<file path="config.mk">
export PLATFORM = sky130hd
export DESIGN_NAME = mcu_run_ctrl
export DESIGN_NICKNAME = d
export VERILOG_FILES = /design/src/rtl/mcu_run_ctrl.sv
export SDC_FILE = /design/constraint.sdc
export NUM_CORES = 1
export LEC_CHECK = 0
export CAP_MARGIN = 10
export CELL_PAD_IN_SITES_DETAIL_PLACEMENT = 0
export CELL_PAD_IN_SITES_GLOBAL_PLACEMENT = 1
export CORE_ASPECT_RATIO = 0.5
export CORE_MARGIN = 2
export CORE_UTILIZATION = 45
export DETAILED_ROUTE_END_ITERATION = 8
export PLACE_DENSITY = 0.72
export SLEW_MARGIN = 10
export SYNTH_ARGS = -nofsm -noshare
export SYNTH_HDL_FRONTEND = slang
export SYNTH_SLANG_ARGS = --single-unit
</file>
<file path="constraint.sdc">
create_clock -name clk -period 2.9 [get_ports clk]
set_input_delay 0.58 -clock clk [delete_from_list [all_inputs] [get_ports clk]]
set_output_delay 0.58 -clock clk [all_outputs]
set_load 0.01 [all_outputs]
</file>
<file path="src/rtl/mcu_run_ctrl.sv">
// Run controller for the MCU core: reset stretch, gated clock-enable,
// free/step/count/break run modes and a write-back trace FIFO.
module mcu_run_ctrl #(
  parameter int DATA_WIDTH   = 16,
  parameter int TRACE_DEPTH  = 16,
  parameter int RESET_CYCLES = 50,
  parameter int CNT_WIDTH    = 16
) (
  input  logic                           clk,
  input  logic                           clear,
  input  logic [1:0]                     mode,
  input  logic                           start,
  input  logic                           stop,
  input  logic                           step,
  input  logic [CNT_WIDTH-1:0]           run_count,
  input  logic [DATA_WIDTH-1:0]          break_value,
  input  logic [DATA_WIDTH-1:0]          wb_data,
  input  logic                           wb_valid,
  output logic                           core_nclear,
  output logic                           core_en,
  output logic                           halted,
  output logic [CNT_WIDTH-1:0]           cycle_count,
  input  logic                           trace_rd,
  output logic [DATA_WIDTH-1:0]          trace_data,
  output logic                           trace_valid,
  output logic [$clog2(TRACE_DEPTH):0]   trace_count,
  output logic                           trace_overflow
);

  localparam int AW = $clog2(TRACE_DEPTH);
  localparam int HW = (RESET_CYCLES > 1) ? $clog2(RESET_CYCLES) : 1;
  localparam logic [HW-1:0] HOLD_LAST = HW'(RESET_CYCLES - 1);
  localparam logic [AW:0]   FULL_CNT  = (AW+1)'(TRACE_DEPTH);

  typedef enum logic [1:0] {
    S_RST, S_IDLE, S_RUN, S_HALT
  } state_e;

  state_e                state_q, state_d;
  logic [HW-1:0]         hold_q, hold_d;
  logic [1:0]            mode_q;
  logic [CNT_WIDTH-1:0]  rem_q;
  logic [DATA_WIDTH-1:0] brk_q;
  logic [CNT_WIDTH-1:0]  cyc_q;

  logic [DATA_WIDTH-1:0] mem_q [TRACE_DEPTH];
  logic [AW-1:0]         wr_ptr_q, rd_ptr_q;
  logic [AW:0]           cnt_q;
  logic                  ovf_q;

  logic start_ok, push, pop, full, wr;
  logic cnt_done, brk_hit;

  assign start_ok = start &&
                    (state_q == S_IDLE || state_q == S_HALT);
  assign full     = (cnt_q == FULL_CNT);
  assign push     = wb_valid && core_en;
  assign pop      = trace_rd && (cnt_q != '0);
  assign wr       = push && (!full || pop);
  assign cnt_done = (mode_q == 2'd2) && core_en &&
                    (rem_q == CNT_WIDTH'(1));
  assign brk_hit  = (mode_q == 2'd3) && push &&
                    (wb_data == brk_q);

  always_ff @(posedge clk) begin
    if (clear) begin
      state_q <= S_RST;
      hold_q  <= '0;
    end else begin
      state_q <= state_d;
      hold_q  <= hold_d;
    end
  end

  always_comb begin
    state_d = state_q;
    hold_d  = hold_q;
    case (state_q)
      S_RST: begin
        if (hold_q == HOLD_LAST) state_d = S_IDLE;
        else                     hold_d  = hold_q + 1'b1;
      end
      S_IDLE, S_HALT: begin
        if (start) begin
          if (mode == 2'd2 && run_count == '0)
            state_d = S_HALT;
          else
            state_d = S_RUN;
        end
      end
      S_RUN: begin
        if (stop || cnt_done || brk_hit) state_d = S_HALT;
      end
      default: state_d = S_RST;
    endcase
  end

  always_comb begin
    core_nclear = (state_q != S_RST);
    halted      = (state_q == S_HALT);
    core_en     = (state_q == S_RUN) &&
                  ((mode_q != 2'd1) || step);
  end

  // Run parameters are latched on start so mid-run input changes are inert.
  always_ff @(posedge clk) begin
    if (clear) begin
      mode_q <= '0;
      rem_q  <= '0;
      brk_q  <= '0;
      cyc_q  <= '0;
    end else if (start_ok) begin
      mode_q <= mode;
      rem_q  <= run_count;
      brk_q  <= break_value;
      cyc_q  <= '0;
    end else if (core_en) begin
      if (cyc_q != '1)     cyc_q <= cyc_q + 1'b1;
      if (mode_q == 2'd2)  rem_q <= rem_q - 1'b1;
    end
  end

  always_ff @(posedge clk) begin
    if (wr) mem_q[wr_ptr_q] <= wb_data;
  end

  always_ff @(posedge clk) begin
    if (clear) begin
      wr_ptr_q <= '0;
      rd_ptr_q <= '0;
      cnt_q    <= '0;
      ovf_q    <= 1'b0;
    end else begin
      if (wr)  wr_ptr_q <= wr_ptr_q + 1'b1;
      if (pop) rd_ptr_q <= rd_ptr_q + 1'b1;
      cnt_q <= cnt_q + (AW+1)'(wr) - (AW+1)'(pop);
      if (push && full && !pop) ovf_q <= 1'b1;
    end
  end

  assign cycle_count    = cyc_q;
  assign trace_data     = mem_q[rd_ptr_q];
  assign trace_valid    = (cnt_q != '0);
  assign trace_count    = cnt_q;
  assign trace_overflow = ovf_q;

endmodule

</file>
Yosys cells after proc, flatten, opt, wreduce, memory -nomap -nowiden. Memory sizes are Yosys's and may differ from the RTL's. A register that Yosys moved wholly into a read port is not among the register bits. Index checks and enable logic that the tools add are counted.

Memories: 1. Register bits: 72. Bits in writable memories: 256. Input bits: 57. Output and inout bits: 42.

Bitwise logic cells: 1. Reduce and logical (&&, ||, !) cells: 31. Multiplexer cells: 12. Add/sub/neg operators: 7. Equal/unequal tests: 15.

Memories: mem_q (depth 16, width 16, read ports 1, clocked after memory_dff 1, wr ports 1, RTL line 46) `logic [DATA_WIDTH-1:0] mem_q [TRACE_DEPTH];`.

Operators by type and width (count): 16-bit two-way mux (3); 16-bit by 1-bit adder with 16-bit output (second input constant) (1); 16-bit by 1-bit == test with 1-bit output (second input constant) (1); 16-bit == test (1); 16-bit zero test (1); 16-bit inequality test (second input constant) (1); 16-bit by 1-bit subtractor with 16-bit output (second input constant) (1); 1-bit logical AND (12); 2-bit == test (second input constant) (5); 4-bit by 1-bit adder with 4-bit output (second input constant) (2); 4-bit two-way mux (2); 6-bit by 1-bit adder with 6-bit output (second input constant) (1); 6-bit == test (second input constant) (1); 2-bit two-way mux (3); 2-bit inequality test (second input constant) (3); 2-bit one-hot mux with 3 select lines (1); 2-bit AND reduction (3); 2-bit nonzero test (3); 5-bit by 1-bit adder with 5-bit output (1); 5-bit == test (second input constant) (1); 1-bit logical OR (5); 5-bit nonzero test (1); 5-bit by 1-bit subtractor with 5-bit output (1); 2-bit OR reduction (2); 7 further kinds (10).

Logic depth before layout (Yosys ltp). Gate-level depths: netlist (run 1).

Depth after elaboration: 9. Gate-level depth with buffers: 16. Mapped depth without buffers: 15.

Least setup slack after synthesis (run 1). Ideal clock, no wire load.

Path kind: in2reg. Start: input port step. End: memory mem_q[0][0] (enable). Stages: 7. Required time: 2.491 ns. Slack: 0.004 ns. Arrival time: 2.486 ns. Setup time: 0.409 ns. Buffers on the path: 1. Cells stage by stage: or3b_1 -> nand2_2 -> inv_2 -> and3_1 -> buf_2 -> nand2_1 -> nor3_1.

Cells in the longest elaborated chain, start to end: 6.

RTL lines: start: declaration (RTL line 14) `input logic step,`; 1-bit logical OR (RTL line 102) `((mode_q != 2'd1) || step);`; 1-bit logical AND (RTL line 101) `core_en = (state_q == S_RUN) &&`; named net core_en (RTL line 20) `output logic core_en,`; 1-bit logical AND (RTL line 57) `assign push = wb_valid && core_en;`; 1-bit logical AND (RTL line 59) `assign wr = push && (!full || pop);`; 1-bit two-way mux (RTL line 124) `if (wr) mem_q[wr_ptr_q] <= wb_data;`; 1-bit two-way mux (not written as such) (RTL line 124); end: declaration (RTL line 46).

The timed path passes the listed nets, and every way through them passes these cells.

==> results of run 1 <==
## routing by layer
metal	track usage, %	vias to the layer above	share of wire, %
li1	-	3568	-
met1	28.5	3963	45
met2	31.9	235	47
met3	3.80	35	6.3
met4	3.67	0	1.6
met5	0	-	0
## state kept, by name, indices dropped and copies added, names as in the netlist, named ones only
signal,cells
trace_count,5
rem_q,16
state_q,2
mem_q,256
hold_q,6
rd_ptr_q,4
mode_q,2
trace_overflow,1
wr_ptr_q,4
brk_q,16
cycle_count,16
## cells in the mapped netlist, types with 3 or more instances
cell type,instances
nand2b_1,4
edfxtp_1,256
o21a_1,5
buf_2,5
mux4_2,80
clkbuf_1,17
xor2_1,20
xnor2_1,22
nand4_1,14
o21ai_0,6
nor3_1,18
ha_1,16
and3_1,5
nand4b_1,3
inv_1,14
nand2_1,61
buf_6,7
nor4_1,10
buf_1,7
clkbuf_8,3
or2_2,3
nand3_1,8
dfxtp_1,76
nor2_1,71
a22oi_1,3
and2_1,3
a21oi_1,38
a221oi_1,7
or3_1,5
## cells by family after synthesis
group                      count (synthesis)  share of synthesized area (%)
DFF                                      332                           68.3
and+or+nand+nor                          225                           8.34
AOI/OAI and AO/OA                         71                           3.30
xor gates and xnor gates                  42                           2.73
muxes                                     81                           13.4
adders and majority gates                 17                           1.63
buffers and inverters                     56                           2.25
## worst max path at each step
stage | from | to | depth (start not counted)
finish | register | trace_data[4] | 6
global route | register | trace_data[4] | 6
CTS | register | trace_data[4] | 6
detailed placement | step | trace_count[4] | 16
global placement | step | trace_count[4] | 16
floorplan | step | mem_q[0][0] | 7
## area by class of cell
cell class                      instances  area, µm²
Clock buffer                           35        748
Inverter                               16       60.1
Multi-Input combinational cell        436       4000
Sequential cell                       332       9220
Timing Repair Buffer                  196       1960
Fill cell                            2249      12600
Tap cell                              391        489
Clock inverter                         16        150
## power groups by stage
stage	combinational (mW)	clock [mW]	sequential [mW]
2_1_floorplan	1.39	0	5.33
3_3_place_gp	2.14	0	5.36
3_5_place_dp	2.16	0	5.36
4_1_cts	2.50	3.81	5.23
5_1_grt	2.78	4.00	5.24
6_report	2.58	3.72	5.24
## through the flow
stage | cell area (µm²) | hold slack (ns) | TNS (ns) | power [mW]
2_1_floorplan | 13500 | 0.440 | 0 | 6.72
3_3_place_gp | 15400 | 0.453 | -0.405 | 7.50
3_5_place_dp | 15400 | 0.462 | -1.00 | 7.52
4_1_cts | 16500 | 0.378 | -2.28 | 11.5
5_1_grt | 16600 | 0.393 | -2.76 | 12.0
6_report | 16600 | 0.393 | -1.52 | 11.5
## timing repair
| action | in CTS | in global routing |
|---|---|---|
| setup endpoints to repair | 16 | 17 |
| pin swaps | 0 | 1 |
| setup buffers | 12 | 12 |
| gates cloned | 3 | 0 |
| gates resized for setup | 78 | 15 |
==> results.md, run 1 <==
* Status: finished, violations left
* Failing checks: negative setup slack
* H-Tree Depth at 1
* Worst-Margin Slew at 0.774 ns
* Pre-CTS WS at -0.296 ns
* Fin util at 56.8%
* Leading area contributor after synthesis: edfxtp_1
* Synth top area cells: edfxtp_1, mux4_2, dfxtp_1, nor2_1, nand2_1
* DR WL/cell at 21.3 µm
* Nets@finish at 1,085
* Post-route setup slack at -0.167 ns
* Mapped Nets at 898
* First-pass GRT wire length at 47,300 µm
* Cell area after synthesis at 0.0135 mm²
* Core area at 0.0292 mm²
* Clk_lat worst skew at 0.57 ns
* CTS buffer count at 29
* Die W at 249 µm
* Final worst-path cycle share at 106%
* Initial core utilization at 46.1%
* Port Buf Inserts at 98
* Fmax at 326 MHz
* First-pass iteration count of the detailed router at 5
* Worst-path clk slew at 0.07 ns
* Crit-path slowest cell: mux4_2
* Final std cells w/o fill at 1,422
* Initial antenna violation count at 0
* Die Ht at 126 µm
* Mapped Cells at 824
* Synth Register Bits at 332
* Sw frac at 24.0%
* Worst Path Required at 2.32 ns
* Clock Tree Buf Depth at 3
* Sequential-to-total area share from yosys stat at 68.3%
* Reg2Reg Depth at 14
* CTS tree: built
* Row cnt at 44
* DR vias at 7,801
* Cell Chain, Critical Path: buf_12 -> buf_12 -> buf_8 -> mux4_2 -> mux4_2 -> buf_6
* RSZ-0062 raised after global routing: true
* Combinational power share at 22.4%
* Setup crit end kind: output pin
* Die area at 0.0314 mm²
* Delay of the slowest critical-path stage at 0.53 ns
* CTS Hold Bufs at 0
* Commonest non-fill, non-tap cell in the layout: edfxtp_1
* Worst slew margin at 48.1%
* Synth cell types at 55
* Drt drc at 0
* Yosys warns at 0
* Pins Over Slew Limit at 0
* Post-synth ARST share at 0%
* Critical path fanouts, max at 6
* Reg2reg end: trace_count[4]
* Drt total wl at 30,300 µm
* Clock skew at 0.0186 ns
* Leakage at 5.47 nW
* Antenna Nets Post-Route at 0
* WP data arrival at 2.49 ns
* CP delay by family, top: multiplexers
* GRT Util Overall at 19.7%
* Hold Path Class: in2reg
* Vias in the first global route at 7,901
* Syn avg cell area at 16.4 µm²
* Fin. Hold Viols at 0
* WHS Path Cells at 2
* Kind of critical path: reg2out
* Drt via density at 5.49
* Most frequently used flop master after synthesis: edfxtp_1
* Internal power at 8.77 mW
* Flop pwr share at 45.4%
* Final setup fails at 16
* Gr ovfl total at 0
* Startpoint types: register
* Post-synth EDFFs at 256
* DR iter-0 viols at 608
* CP Buf/Inv Count at 4
* NetSw at 2.77 mW
* I/O pin count at 99
* Clk sinks at 332
* Peak supply drop at 0.515 mV
* Hold Path End: rem_q[1]
* Yosys top cell area share at 57.0%
* Layout area overhead at 23.3%
* Minimum clock period at 3.07 ns
* CTS root buf: clkbuf_16
* Flop-to-flop setup slack at 0.13 ns
* Share of layout cells above drive strength 1 at 25.3%
* Most frequent cells in the layout: edfxtp_1, clkdlybuf4s50_1, mux4_2
* Final HPWL DP at 19,900 µm
* Maxcap violations at 0
* Inst Count DP at 1,346
* Clock power share at 32.3%
* Pwr/cell area at 695 mW/mm²
* GP Congestion at 0.786
* Pin count of the biggest net entering global routing at 39
* Ant. Diodes at 0
* Worst hold start: clear
* Critical R2R Launch: trace_count[3]
No activity file was read; power rests on OpenSTA's default activity.
==> run 2: changes to the inputs <==
CORE_MARGIN = 5   (was 2)
CORE_UTILIZATION = 50   (was 45)
PLACE_DENSITY = 0.76   (was 0.72)
clock period = 3.2 ns   (was 2.9 ns; I/O delays follow)
==> run 2 against run 1 <==
Against the previous run:
- the run now ends clean
- die area is 2.9% lower
- worst hold slack better by 0.073 ns
- total power is 8.9% lower
- clock skew is 0.0077 ns lower
- via count is 1.0% lower
- clock power is 2% lower
- sequential power is 9.4% lower
- non-clock buffer count is 36 lower
- utilization is 4.7 points higher
- critical path depth stayed put
- global-route usage is 0.28 points higher
- sequential share of layout area is 1.1 points higher
- critical path type unchanged
- largest cell class unchanged
==> results.md, run 2 (synthesis gave the netlist of run 1 again) <==
* Layout area overhead at 20.9%
* Drt total wl at 30,600 µm (+0.89%)
* Final HPWL DP at 18,500 µm (-7.0%)
* Highest metal used: met4
* DR iter-0 viols at 683 (+12%)
* DRT met1 WL at 13,300 µm (-3.2%)
* Worst-path clk slew at 0.07 ns (about the same)
* Maxcap violations at 0 (unchanged)
* Die W at 242 µm (-2.6%)
* Leakage at 5.31 nW (-2.9%)
* Core area at 0.0265 mm² (-9.4%)
* Status: finished, final reports clean
* Wire length on met3 at 1900 µm (-0.11%)
* Most frequent cells in the layout: edfxtp_1, clkdlybuf4s50_1, mux4_2
* GRT Util Overall at 20.0% (+0.28 points)
* Fin. Hold Viols at 0 (unchanged)
* Worst-Margin Slew at 0.764 ns (-0.0107 ns)
* CTS root buf: clkbuf_16
* CTS Hold Bufs at 0 (unchanged)
* Clock Tree Buf Depth at 3 (unchanged)
* Gr ovfl total at 0 (unchanged)
* First-pass iteration count of the detailed router at 5 (unchanged)
* WL met2 at 15,000 µm (+5.8%)
* RSZ-0062 raised after global routing: true
* First-pass GRT wire length at 46,700 µm (-1.3%)
* Worst Path Required at 2.56 ns (+0.24 ns)
* Final setup fails at 0 (-16)
* H-Tree Depth at 1 (unchanged)
* Initial core utilization at 50.9% (+4.8 points)
* Critical R2R Launch: trace_count[3]
* Peak supply drop at 0.484 mV (-6.1%)
* Most flop-heavy register: mem_q
* Critical path fanouts, max at 10 (+4)
* DR WL/cell at 22.7 µm (+6.3%)
* Setup crit end kind: output pin
* Pwr/cell area at 645 mW/mm² (-7.1%)
* Hold Path Class: reg2reg
* Die Ht at 126 µm (-0.22%)
* Fin util at 61.5% (+4.7 points)
* Worst hold start: brk_q[10]
* Kind of critical path: reg2out
* Post-route setup slack at 0.0480 ns (+0.215 ns)
* Final Cell Area at 0.0163 mm² (-1.9%)
* Startpoint types: register
* Overall Power at 10.5 mW (-8.9%)
* Placed instance area at 0.0151 mm² (-2.0%)
* Flop-to-flop setup slack at 0.36 ns (+0.23 ns)
* Max reg flops at 256 (unchanged)
* Nets@finish at 1,049 (-3.3%)
* Clock skew at 0.0109 ns (-0.00770 ns)
* Sum of negative setup slack at 0 ns (+1.52 ns)
* CTS buffer count at 29 (unchanged)
* CTS tree: built
* Antenna Nets Post-Route at 0 (unchanged)
* Fillers at 1,970 (-12%)
* Minimum clock period at 3.15 ns
* Ant. Diodes at 0 (unchanged)
* Port Buf Inserts at 98 (unchanged)
* Area of the multi-input gates at 0.00399 mm² (-0.22%)
* Die area at 0.0305 mm² (-2.9%)
* Initial antenna violation count at 0 (unchanged)
* Pre-CTS WS at -0.0836 ns (+0.212 ns)
* I/O pin count at 99 (unchanged)
* Share of layout cells above drive strength 1 at 21.7% (-3.6 points)
* WP data arrival at 2.51 ns (+0.02 ns)
* Row cnt at 42 (-4.5%)
* Pin count of the biggest net entering global routing at 59 (+51%)
* Drt drc at 0 (unchanged)
* Vias in the first global route at 7,894 (-0.089%)
* Drt via density at 5.72 (+4.3%)
* Register Area at 0.00921 mm² (about the same)
* Fmax at 317 MHz
* Clk sinks at 332 (unchanged)
* Commonest non-fill, non-tap cell in the layout: edfxtp_1
* DR vias at 7,721 (-1.0%)
* Pins Over Slew Limit at 0 (unchanged)
* Worst slew margin at 48.9% (+0.84 points)
* Final worst-path cycle share at 98.5%
* GP Congestion at 0.777 (-1.2%)
* Clk_lat worst skew at 0.57 ns (about the same)
run 2: cell count changes in the layout (fill, tap and decap cells not counted), sizes merged:
cell	previous run	this run
buf	115	72
bufbuf	0	1
bufinv	2	5
clkbuf	35	36
clkdlybuf4s15	0	4
clkinv	10	13
clkinvlp	2	1
inv	18	17
run 2: what timing repair did:
item / CTS / global route
pin swaps: 0 / 0
gates resized for setup: 65 / 11
setup buffers: 10 / 4
setup endpoints to repair: 16 / 13
gates cloned: 3 / 0
run 2: routing by layer:
metal	track usage, %	vias to the layer above
met5	0	-
met4	3.35	0
met3	3.45	26
met2	33.9	225
met1	28.3	3964
li1	-	3506
run 2: per-stage QoR:
stage | std cells | hold WS, ns
after detailed placement | 1282 | 0.458
after global placement | 1282 | 0.455
after floorplan | 824 | 0.440
after CTS | 1349 | 0.468
after global routing | 1350 | 0.486
final | 1350 | 0.466
run 2: cell type report:
cell class	instances	share of cell area, %
multi-input combinational	436	24.5
tap	352	2.70
sequential	332	56.5
timing repair buffer	160	9.83
inverter	16	0.369
clock buffer	34	4.63
clock inverter	20	1.44
run 2: path summary, 6_finish.rpt:
| path | cells past startpoint | to |
|---|---|---|
| min | 2 | brk_q[10] |
| max | 6 | trace_data[4] |
| min reg2reg | 2 | brk_q[10] |
| max reg2reg | 14 | trace_count[4] |
run 2: report_power, final:
part           internal (mW)  total [mW]  switching, mW
Combinational           1.26        2.11          0.848
Clock                   2.10        3.65           1.56
Sequential              4.69        4.75         0.0657
run 2: critical path, cell delays in order (launching register included):
cell      delay, ns
dfxtp_4        0.40
buf_12         0.12
buf_12         0.14
buf_12         0.11
mux4_2         0.50
mux4_2         0.51
clkbuf_2       0.15
